$ cat config.mk
export PLATFORM = sky130hd
export DESIGN_NAME = imem_loader_flat
export DESIGN_NICKNAME = d
export VERILOG_FILES = /design/src/rtl/imem_loader_if.sv /design/src/rtl/imem_loader.sv /design/src/flat_wrapper.sv
export SDC_FILE = /design/constraint.sdc
export NUM_CORES = 1
export LEC_CHECK = 0
export ABC_AREA = 1
export CORE_ASPECT_RATIO = 2
export CORE_UTILIZATION = 37
export CTS_BUF_LIST = sky130_fd_sc_hd__clkbuf_4 sky130_fd_sc_hd__clkbuf_8
export DETAILED_ROUTE_END_ITERATION = 12
export SLEW_MARGIN = 20
export SYNTH_ARGS = -nofsm -noshare
export SYNTH_HDL_FRONTEND = slang
export SYNTH_SLANG_ARGS = --single-unit
$ cat constraint.sdc
create_clock -name clk -period 2.65 [get_ports clk]
set_input_delay 0.3975 -clock clk [delete_from_list [all_inputs] [get_ports clk]]
set_output_delay 0.3975 -clock clk [all_outputs]
set_load 0.02 [all_outputs]
$ cat src/rtl/imem_loader_if.sv
// Byte-stream input and word-write output of the instruction-memory loader.
// The loader takes the slave side; the stream source and memory take the master side.
interface imem_loader_if #(
    parameter int ADDR_WIDTH = 10
);
    logic                  in_valid;
    logic [7:0]            in_data;
    logic                  in_last;
    logic                  in_ready;
    logic                  mem_we;
    logic [ADDR_WIDTH-1:0] mem_addr;
    logic [31:0]           mem_wdata;

    modport master (
        output in_valid, in_data, in_last,
        input  in_ready, mem_we, mem_addr, mem_wdata
    );

    modport slave (
        input  in_valid, in_data, in_last,
        output in_ready, mem_we, mem_addr, mem_wdata
    );
endinterface

$ cat src/rtl/imem_loader.sv
// Streams a big-endian byte image into consecutive memory words and holds the
// CPU in reset until the image has been written.
//
// state | meaning
// IDLE  | after reset, waiting for start; CPU held in reset
// LOAD  | accepting bytes and assembling the current word
// WRITE | one-cycle write strobe for the completed word
// DRAIN | capacity exceeded; discarding bytes until in_last
// DONE  | image complete; CPU released until the next start
module imem_loader #(
    parameter int ADDR_WIDTH = 10,
    parameter int MAX_WORDS  = 1024
) (
    input  logic                  clk,
    input  logic                  reset,
    input  logic                  start,
    imem_loader_if.slave          bus,
    output logic                  cpu_reset,
    output logic                  busy,
    output logic                  done,
    output logic [ADDR_WIDTH:0]   word_count,
    output logic                  err_partial,
    output logic                  err_overflow
);
    typedef enum logic [2:0] {
        IDLE,
        LOAD,
        WRITE,
        DRAIN,
        DONE
    } state_t;

    localparam logic [ADDR_WIDTH:0] MAX_CNT = (ADDR_WIDTH+1)'(MAX_WORDS);

    state_t      state;
    logic [1:0]  bcnt;
    logic [31:0] word_buf;
    logic [31:0] asm_word;
    logic        last_pend;

    assign bus.in_ready = (state == LOAD) || (state == DRAIN);

    // word_buf is cleared per word, so unfilled low bytes of a short final word read as zero
    always_comb begin
        asm_word = word_buf;
        case (bcnt)
            2'd0: asm_word[31:24] = bus.in_data;
            2'd1: asm_word[23:16] = bus.in_data;
            2'd2: asm_word[15:8]  = bus.in_data;
            default: asm_word[7:0] = bus.in_data;
        endcase
    end

    always_ff @(posedge clk or negedge reset) begin
        if (!reset) begin
            state         <= IDLE;
            bcnt          <= 2'd0;
            word_buf      <= 32'd0;
            last_pend     <= 1'b0;
            cpu_reset     <= 1'b1;
            busy          <= 1'b0;
            done          <= 1'b0;
            word_count    <= '0;
            err_partial   <= 1'b0;
            err_overflow  <= 1'b0;
            bus.mem_we    <= 1'b0;
            bus.mem_addr  <= '0;
            bus.mem_wdata <= 32'd0;
        end else begin
            case (state)
                IDLE, DONE: begin
                    if (start) begin
                        state        <= LOAD;
                        cpu_reset    <= 1'b1;
                        busy         <= 1'b1;
                        done         <= 1'b0;
                        bcnt         <= 2'd0;
                        word_buf     <= 32'd0;
                        last_pend    <= 1'b0;
                        word_count   <= '0;
                        err_partial  <= 1'b0;
                        err_overflow <= 1'b0;
                        bus.mem_addr <= '0;
                    end
                end
                LOAD: begin
                    if (bus.in_valid) begin
                        if (bcnt == 2'd3 || bus.in_last) begin
                            bcnt      <= 2'd0;
                            word_buf  <= 32'd0;
                            last_pend <= bus.in_last;
                            if (bcnt != 2'd3) begin
                                err_partial <= 1'b1;
                            end
                            if (word_count == MAX_CNT) begin
                                err_overflow <= 1'b1;
                                if (bus.in_last) begin
                                    state     <= DONE;
                                    busy      <= 1'b0;
                                    done      <= 1'b1;
                                    cpu_reset <= 1'b0;
                                end else begin
                                    state <= DRAIN;
                                end
                            end else begin
                                state         <= WRITE;
                                bus.mem_we    <= 1'b1;
                                bus.mem_addr  <= word_count[ADDR_WIDTH-1:0];
                                bus.mem_wdata <= asm_word;
                            end
                        end else begin
                            bcnt     <= bcnt + 2'd1;
                            word_buf <= asm_word;
                        end
                    end
                end
                WRITE: begin
                    bus.mem_we <= 1'b0;
                    word_count <= word_count + 1'b1;
                    if (last_pend) begin
                        state     <= DONE;
                        busy      <= 1'b0;
                        done      <= 1'b1;
                        cpu_reset <= 1'b0;
                    end else begin
                        state <= LOAD;
                    end
                end
                DRAIN: begin
                    if (bus.in_valid && bus.in_last) begin
                        state     <= DONE;
                        busy      <= 1'b0;
                        done      <= 1'b1;
                        cpu_reset <= 1'b0;
                    end
                end
                default: state <= IDLE;
            endcase
        end
    end
endmodule

$ cat src/flat_wrapper.sv
// flat-port wrapper written by rule: the top's interface ports become plain ports
module imem_loader_flat 
#(
    parameter int ADDR_WIDTH = 10,
    parameter int MAX_WORDS  = 1024
)
  (clk, reset, start, cpu_reset, busy, done, word_count, err_partial, err_overflow, bus_in_valid, bus_in_data, bus_in_last, bus_in_ready, bus_mem_we, bus_mem_addr, bus_mem_wdata);
  imem_loader_if #(.ADDR_WIDTH(ADDR_WIDTH)) bus_i ();
  input  logic clk;
  input  logic reset;
  input  logic start;
  output logic cpu_reset;
  output logic busy;
  output logic done;
  output logic [ADDR_WIDTH:0] word_count;
  output logic err_partial;
  output logic err_overflow;
  input wire logic [$bits(bus_i.in_valid)-1:0] bus_in_valid;
  input wire logic [$bits(bus_i.in_data)-1:0] bus_in_data;
  input wire logic [$bits(bus_i.in_last)-1:0] bus_in_last;
  output wire logic [$bits(bus_i.in_ready)-1:0] bus_in_ready;
  output wire logic [$bits(bus_i.mem_we)-1:0] bus_mem_we;
  output wire logic [$bits(bus_i.mem_addr)-1:0] bus_mem_addr;
  output wire logic [$bits(bus_i.mem_wdata)-1:0] bus_mem_wdata;
  assign bus_i.in_valid = bus_in_valid;
  assign bus_i.in_data = bus_in_data;
  assign bus_i.in_last = bus_in_last;
  assign bus_in_ready = bus_i.in_ready;
  assign bus_mem_we = bus_i.mem_we;
  assign bus_mem_addr = bus_i.mem_addr;
  assign bus_mem_wdata = bus_i.mem_wdata;
  imem_loader #(.ADDR_WIDTH(ADDR_WIDTH), .MAX_WORDS(MAX_WORDS)) u_core (.clk(clk), .reset(reset), .start(start), .bus(bus_i), .cpu_reset(cpu_reset), .busy(busy), .done(done), .word_count(word_count), .err_partial(err_partial), .err_overflow(err_overflow));
endmodule
==> impl_metrics.toml, run 1 <==
[clock_network]
postCtsSetupRepairBufs = 0
post_cts_resized = 0
postCtsHoldBufs = 1
max-clock-path-buffers = 2
cts_max_level = 3
root_buffer = "clkbuf_8"
clkTransAtPathRegs_ns = 0.09
cts_tree = "built"
numCtsBuffers = 9
clock_sinks = 97
clkLatencyLatePin_ns = 0.36

[pwr]
p_total_mw = 5.78
p_per_area_nw_per_um2 = 996
ir_worst_vdd_mv = 0.577
p_leak_nw = 2.61

[global_routing]
grt_usage = 0.192
grt_pass1_vias = 3822
met3_usage = 0.0333
grt-busiest-layer = "met2"
antenna_found_initial = 0
gr-total-overflow = 0
grt_max_degree = 65
use_met2 = 0.354
grtUsageMet1 = 0.212
grt_first_pass_wirelength_um = 19000

[detailed_routing]
via_per_inst = 4.92
postRouteAntennaNets = 0
dr.pass1.iters = 4
vias = 3727
drtIter0Drc = 276
wl_um = 11700
wire_per_inst_um = 15.5
drc_errors = 0

[timing]
setup_slack_ns = 0.509
drv_slew = 0
relSlewSlack = 0.646
fmax_mhz = 467
fin_crit_ns = 2.14
rsz0062_at_grt = "false"
tightest_slew_ns = 0.532
final_hold_viol_count = 0
finClkSkew_ns = 0.00795
setup_viol = 0
finalSetupTns_ns = 0
fin_crit_sh = 0.808

[floorplanning]
initial_core_util = 0.383
core_area_um2 = 12300
die_h_um = 161
dieArea_um2 = 13200
row_count = 57
die_width_um = 81.6
io_pins = 73

[placement]
hpwl_um = 8670
portBuffers = 72
gp_congestion = 0.911
pre_cts_slack_ns = 0.496

[worst_setup_path]
start_kind = "flop"
crit_type = "reg2out"
crit_fanout = 6
arrival_ns = 1.74
cp.required_ns = 2.25
crit_path_end_kind = "primary output"

[logic_synthesis]
yosys_warnings = 0
yosys.area.top_type = "dfrtp_1"
synth_nets = 553
ys_ff_latch = 97
synth.area.top_cells = "dfrtp_1, nand2_1, inv_1, o22ai_2, o21ai_0"
seq_area_frac_synth = 0.517
synth_cells = 534
syn_avg_cell_area_um2 = 8.79
synth.distinct_cells = 31
syn-cell-area_um2 = 4690
synth_top_cell_area_share = 0.512

[run_status]
status = "completed"

[flow_run]
cap_violations = 0

[finish]
layout.nets = 624
areaGrowthSynthToFinish_pct = 23.6
drive_gt1_frac = 0.138
final_common_cell = "nand2_1"
n_antenna_cell = 0
final_cell_mix = "nand2_1, dfrtp_1, inv_1"

[min_path]
hold_class = "reg2reg"
[synthesized netlist by cell type]
cell type / number
nand2_1: 132
nor3_2: 1
inv_1: 85
xor2_1: 1
a21oi_2: 1
o21bai_4: 1
buf_4: 4
buf_2: 3
nand3_1: 23
nor3_1: 2
inv_2: 7
clkbuf_1: 5
o21ai_2: 21
dfstp_2: 1
nand2_4: 1
mux2i_1: 2
nor2_4: 2
clkbuf_2: 1
ha_1: 6
o22ai_2: 20
o21ai_0: 43
o21ai_1: 17
o22ai_1: 10
dfrtp_1: 96
nor2_1: 30
o32ai_1: 1
a21oi_1: 5
buf_6: 6
nand2_2: 3
nor2_2: 2
nand4_1: 2
[power breakdown]
part,internal [mW],leakage (nW),switching [mW]
sequential,1.80,1.32,0.196
clock,0.567,0.117,0.505
combinational,0.988,1.17,1.72
[metal layers]
metal / up-vias / wire [µm]
li1: 1830 / -
met1: 1806 / 4410
met2: 75 / 6690
met3: 16 / 356
met4: 0 / 262
met5: - / 0
[stage by stage]
stage / util / hold WS, ns / cells / area (µm²)
6_report: 0.473 / 0.470 / 757 / 5800
5_1_grt: 0.473 / 0.492 / 757 / 5800
4_1_cts: 0.473 / 0.476 / 757 / 5800
3_5_place_dp: 0.454 / 0.365 / 740 / 5570
3_3_place_gp: 0.454 / 0.364 / 740 / 5570
2_1_floorplan: - / 0.102 / 534 / 4690
[flip-flops by register name, summed over array words and instances, names as in the netlist]
name,count
u_core.state,3
u_core.bus.mem_we,1
u_core.err_overflow,1
u_core.cpu_reset,1
u_core.bcnt,2
u_core.last_pend,1
u_core.word_count,11
u_core.bus.mem_addr,10
u_core.busy,1
u_core.err_partial,1
u_core.word_buf,32
u_core.done,1
u_core.bus.mem_wdata,32
[cell families (layout without fill, tap and decap cells)]
group	count (synthesis)	count (layout)	share of synthesized area
adders and majority gates	6	6	0.0160
and+or+nand+nor	198	198	0.175
buffers and inverters	111	187	0.103
xor gates and xnor gates	1	1	0.00187
AOI/OAI and AO/OA	119	119	0.183
DFF	97	97	0.517
muxes	2	2	0.00427
[area by class of cell]
| cell class | instances | area [µm²] |
|---|---|---|
| repair buffers | 79 | 823 |
| flip-flops and latches | 97 | 2430 |
| multi-input cells | 326 | 1790 |
| clock buffers | 11 | 145 |
| clock inverters | 5 | 78.8 |
| well taps | 147 | 184 |
| fillers | 1200 | 6470 |
| inverters | 92 | 345 |
[critical path: stages, from the launching register on]
cell and delay (ns):
dfrtp_1 0.47, inv_2 0.10, nor2_4 0.17, clkdlybuf4s50_1 0.63
[path summary, 6_finish.rpt]
path / startpoint / endpoint / slack [ns] / depth (start not counted)
max: u_core.state[0] / bus_in_ready / 0.51 / 3
min: u_core.cpu_reset / u_core.cpu_reset / 0.47 / 2
max reg2reg: u_core.state[0] / u_core.bus.mem_addr[7] / 0.52 / 8
min reg2reg: u_core.cpu_reset / u_core.cpu_reset / 0.47 / 2
max in group asynchronous: reset / u_core.cpu_reset / 1.45 / 3
min in group asynchronous: reset / u_core.bus.mem_wdata[7] / 0.50 / 2
Power figures use the tool's default switching activity.
==> run 2: changes to the inputs <==
clock period = 2 ns   (was 2.65 ns; I/O delays follow)
==> run 2 against run 1 <==
Utilization is 0.38 points higher. Largest cell class unchanged. Via count is 1.3% higher. Global-route usage is 0.46 points lower. Clock power is 12% higher.
==> impl_metrics.toml, run 2 (synthesis results as in run 1) <==
[run_status]
status = "completed"

[timing]
rsz0062_at_grt = "true"
final_hold_viol_count = 0
tightest_slew_ns = 0.487
finClkSkew_ns = 0.0141
fmax_mhz = 537
fin_crit_sh = 0.931
setup_viol = 0
relSlewSlack = 0.675
fin_crit_ns = 1.86
drv_slew = 0
timing.hold.ws_ns = 0.387

[detailed_routing]
dr.pass1.iters = 4
drtIter0Drc = 253
postRouteAntennaNets = 0
via_per_inst = 4.94
drc_errors = 0
vias = 3777
wl_um = 11800
wire_per_inst_um = 15.4

[global_routing]
use_met2 = 0.344
grtUsageMet1 = 0.201
grt_usage = 0.188
antenna_found_initial = 0
gr-total-overflow = 0
grt-busiest-layer = "met2"
grt_pass1_vias = 3761
grt_max_degree = 61
met3_usage = 0.0237
grt_first_pass_wirelength_um = 18600

[finish]
drive_gt1_frac = 0.149
top_regs = "u_core.bus.mem_wdata: 32 flops, u_core.word_buf: 32 flops, u_core.word_count: 11 flops"
stdcell_area_um2 = 5850
layout.nets = 632
fin_util = 0.477
final_common_cell = "nand2_1"
n_antenna_cell = 0
final_cell_mix = "nand2_1, dfrtp_1, inv_1"
areaGrowthSynthToFinish_pct = 24.6
fin_cells = 765

[worst_setup_path]
r2r_cells = 9
crit_family = "buffers and inverters"
start_kind = "flop"
cp_common_cell = "nand2_1"
cp_cell_sequence = "inv_1 > ha_1 > nand2_1 > inv_1 > nand2_1 > o21ai_4 > clkbuf_16 > nand2_1 > o21ai_2"
crit_fanout = 30
critPathSlowestCell = "dfrtp_1"
crit_path_end_kind = "flop"
crit_type = "reg2reg"
crit_cells = 9
critical_path_buf_inv_count = 3
cp_slowest_stage_delay_ns = 0.42
cp.required_ns = 2.30
arrival_ns = 2.16

[placement]
hpwl_um = 8570
gp_congestion = 0.900
portBuffers = 72
placed_cells = 747
place_area_um2 = 5630

[clock_network]
clkLatencyLatePin_ns = 0.36
clock_sinks = 97
root_buffer = "clkbuf_8"
numCtsBuffers = 9
postCtsSetupRepairBufs = 0
cts_tree = "built"
cts_max_level = 3
max-clock-path-buffers = 2
clkTransAtPathRegs_ns = 0.10

[pwr]
ir_worst_vdd_mv = 0.668
p_total_mw = 7.61
p_per_area_nw_per_um2 = 1300
p_leak_nw = 2.64

[floorplanning]
row_count = 57
die_h_um = 161
dieArea_um2 = 13200
initial_core_util = 0.383
die_width_um = 81.6
io_pins = 73
core_area_um2 = 12300

[min_path]
hold_class = "in2async"

[flow_run]
cap_violations = 0
## run 2: final timing paths
path	from	endpoint	slack, ns
max	u_core.word_count[0]	u_core.bus.mem_wdata[4]	0.14
min	reset	u_core.word_buf[6]	0.39
max reg2reg	u_core.word_count[0]	u_core.bus.mem_wdata[4]	0.14
min reg2reg	u_core.bus.mem_addr[3]	u_core.bus.mem_addr[3]	0.48
max in group asynchronous	reset	u_core.bus.mem_wdata[12]	1.05
min in group clk	u_core.bus.mem_addr[3]	u_core.bus.mem_addr[3]	0.48
## run 2: cell type report
class / count / area (µm²)
multi-input combinational: 326 / 1790
sequential: 97 / 2430
tap: 147 / 184
fill: 1208 / 6420
timing repair buffer: 87 / 912
clock buffer: 12 / 153
clock inverter: 4 / 28.8
inverter: 92 / 345
## run 2: report_power, final
part           switching (mW)  internal [mW]
clock network           0.687          0.516
registers               0.258           2.39
logic                    2.32           1.44
## run 2: repair_timing
action                                 4_1_cts  5_1_grt
endpoints found under the hold margin       22        0
gates cloned                                 0        1
hold buffers                                 1        0
resized for setup                            1        0
setup endpoints to repair                    1        8
## run 2: worst reg2reg max path: cells and delay by family, from the launching register on
kind	cells	cell delay (ns)
simple gates	3	0.32
buf+inv	3	0.47
fa+ha+maj	1	0.24
flops	1	0.42
compound gates	2	0.36
## run 2: per-layer routing
layer  vias up  part of all wire
met2        90              0.55
met3        23             0.030
met5         -                 0
met4         0             0.041
li1       1859                 -
met1      1805              0.38
## run 2: per-stage QoR
stage / setup WS (ns) / setup TNS, ns
after floorplan: 0.386 / 0
after global placement: 0.123 / 0
final: 0.139 / 0
after global routing: -0.0179 / -0.0179
after CTS: 0.111 / 0
after detailed placement: 0.0776 / 0
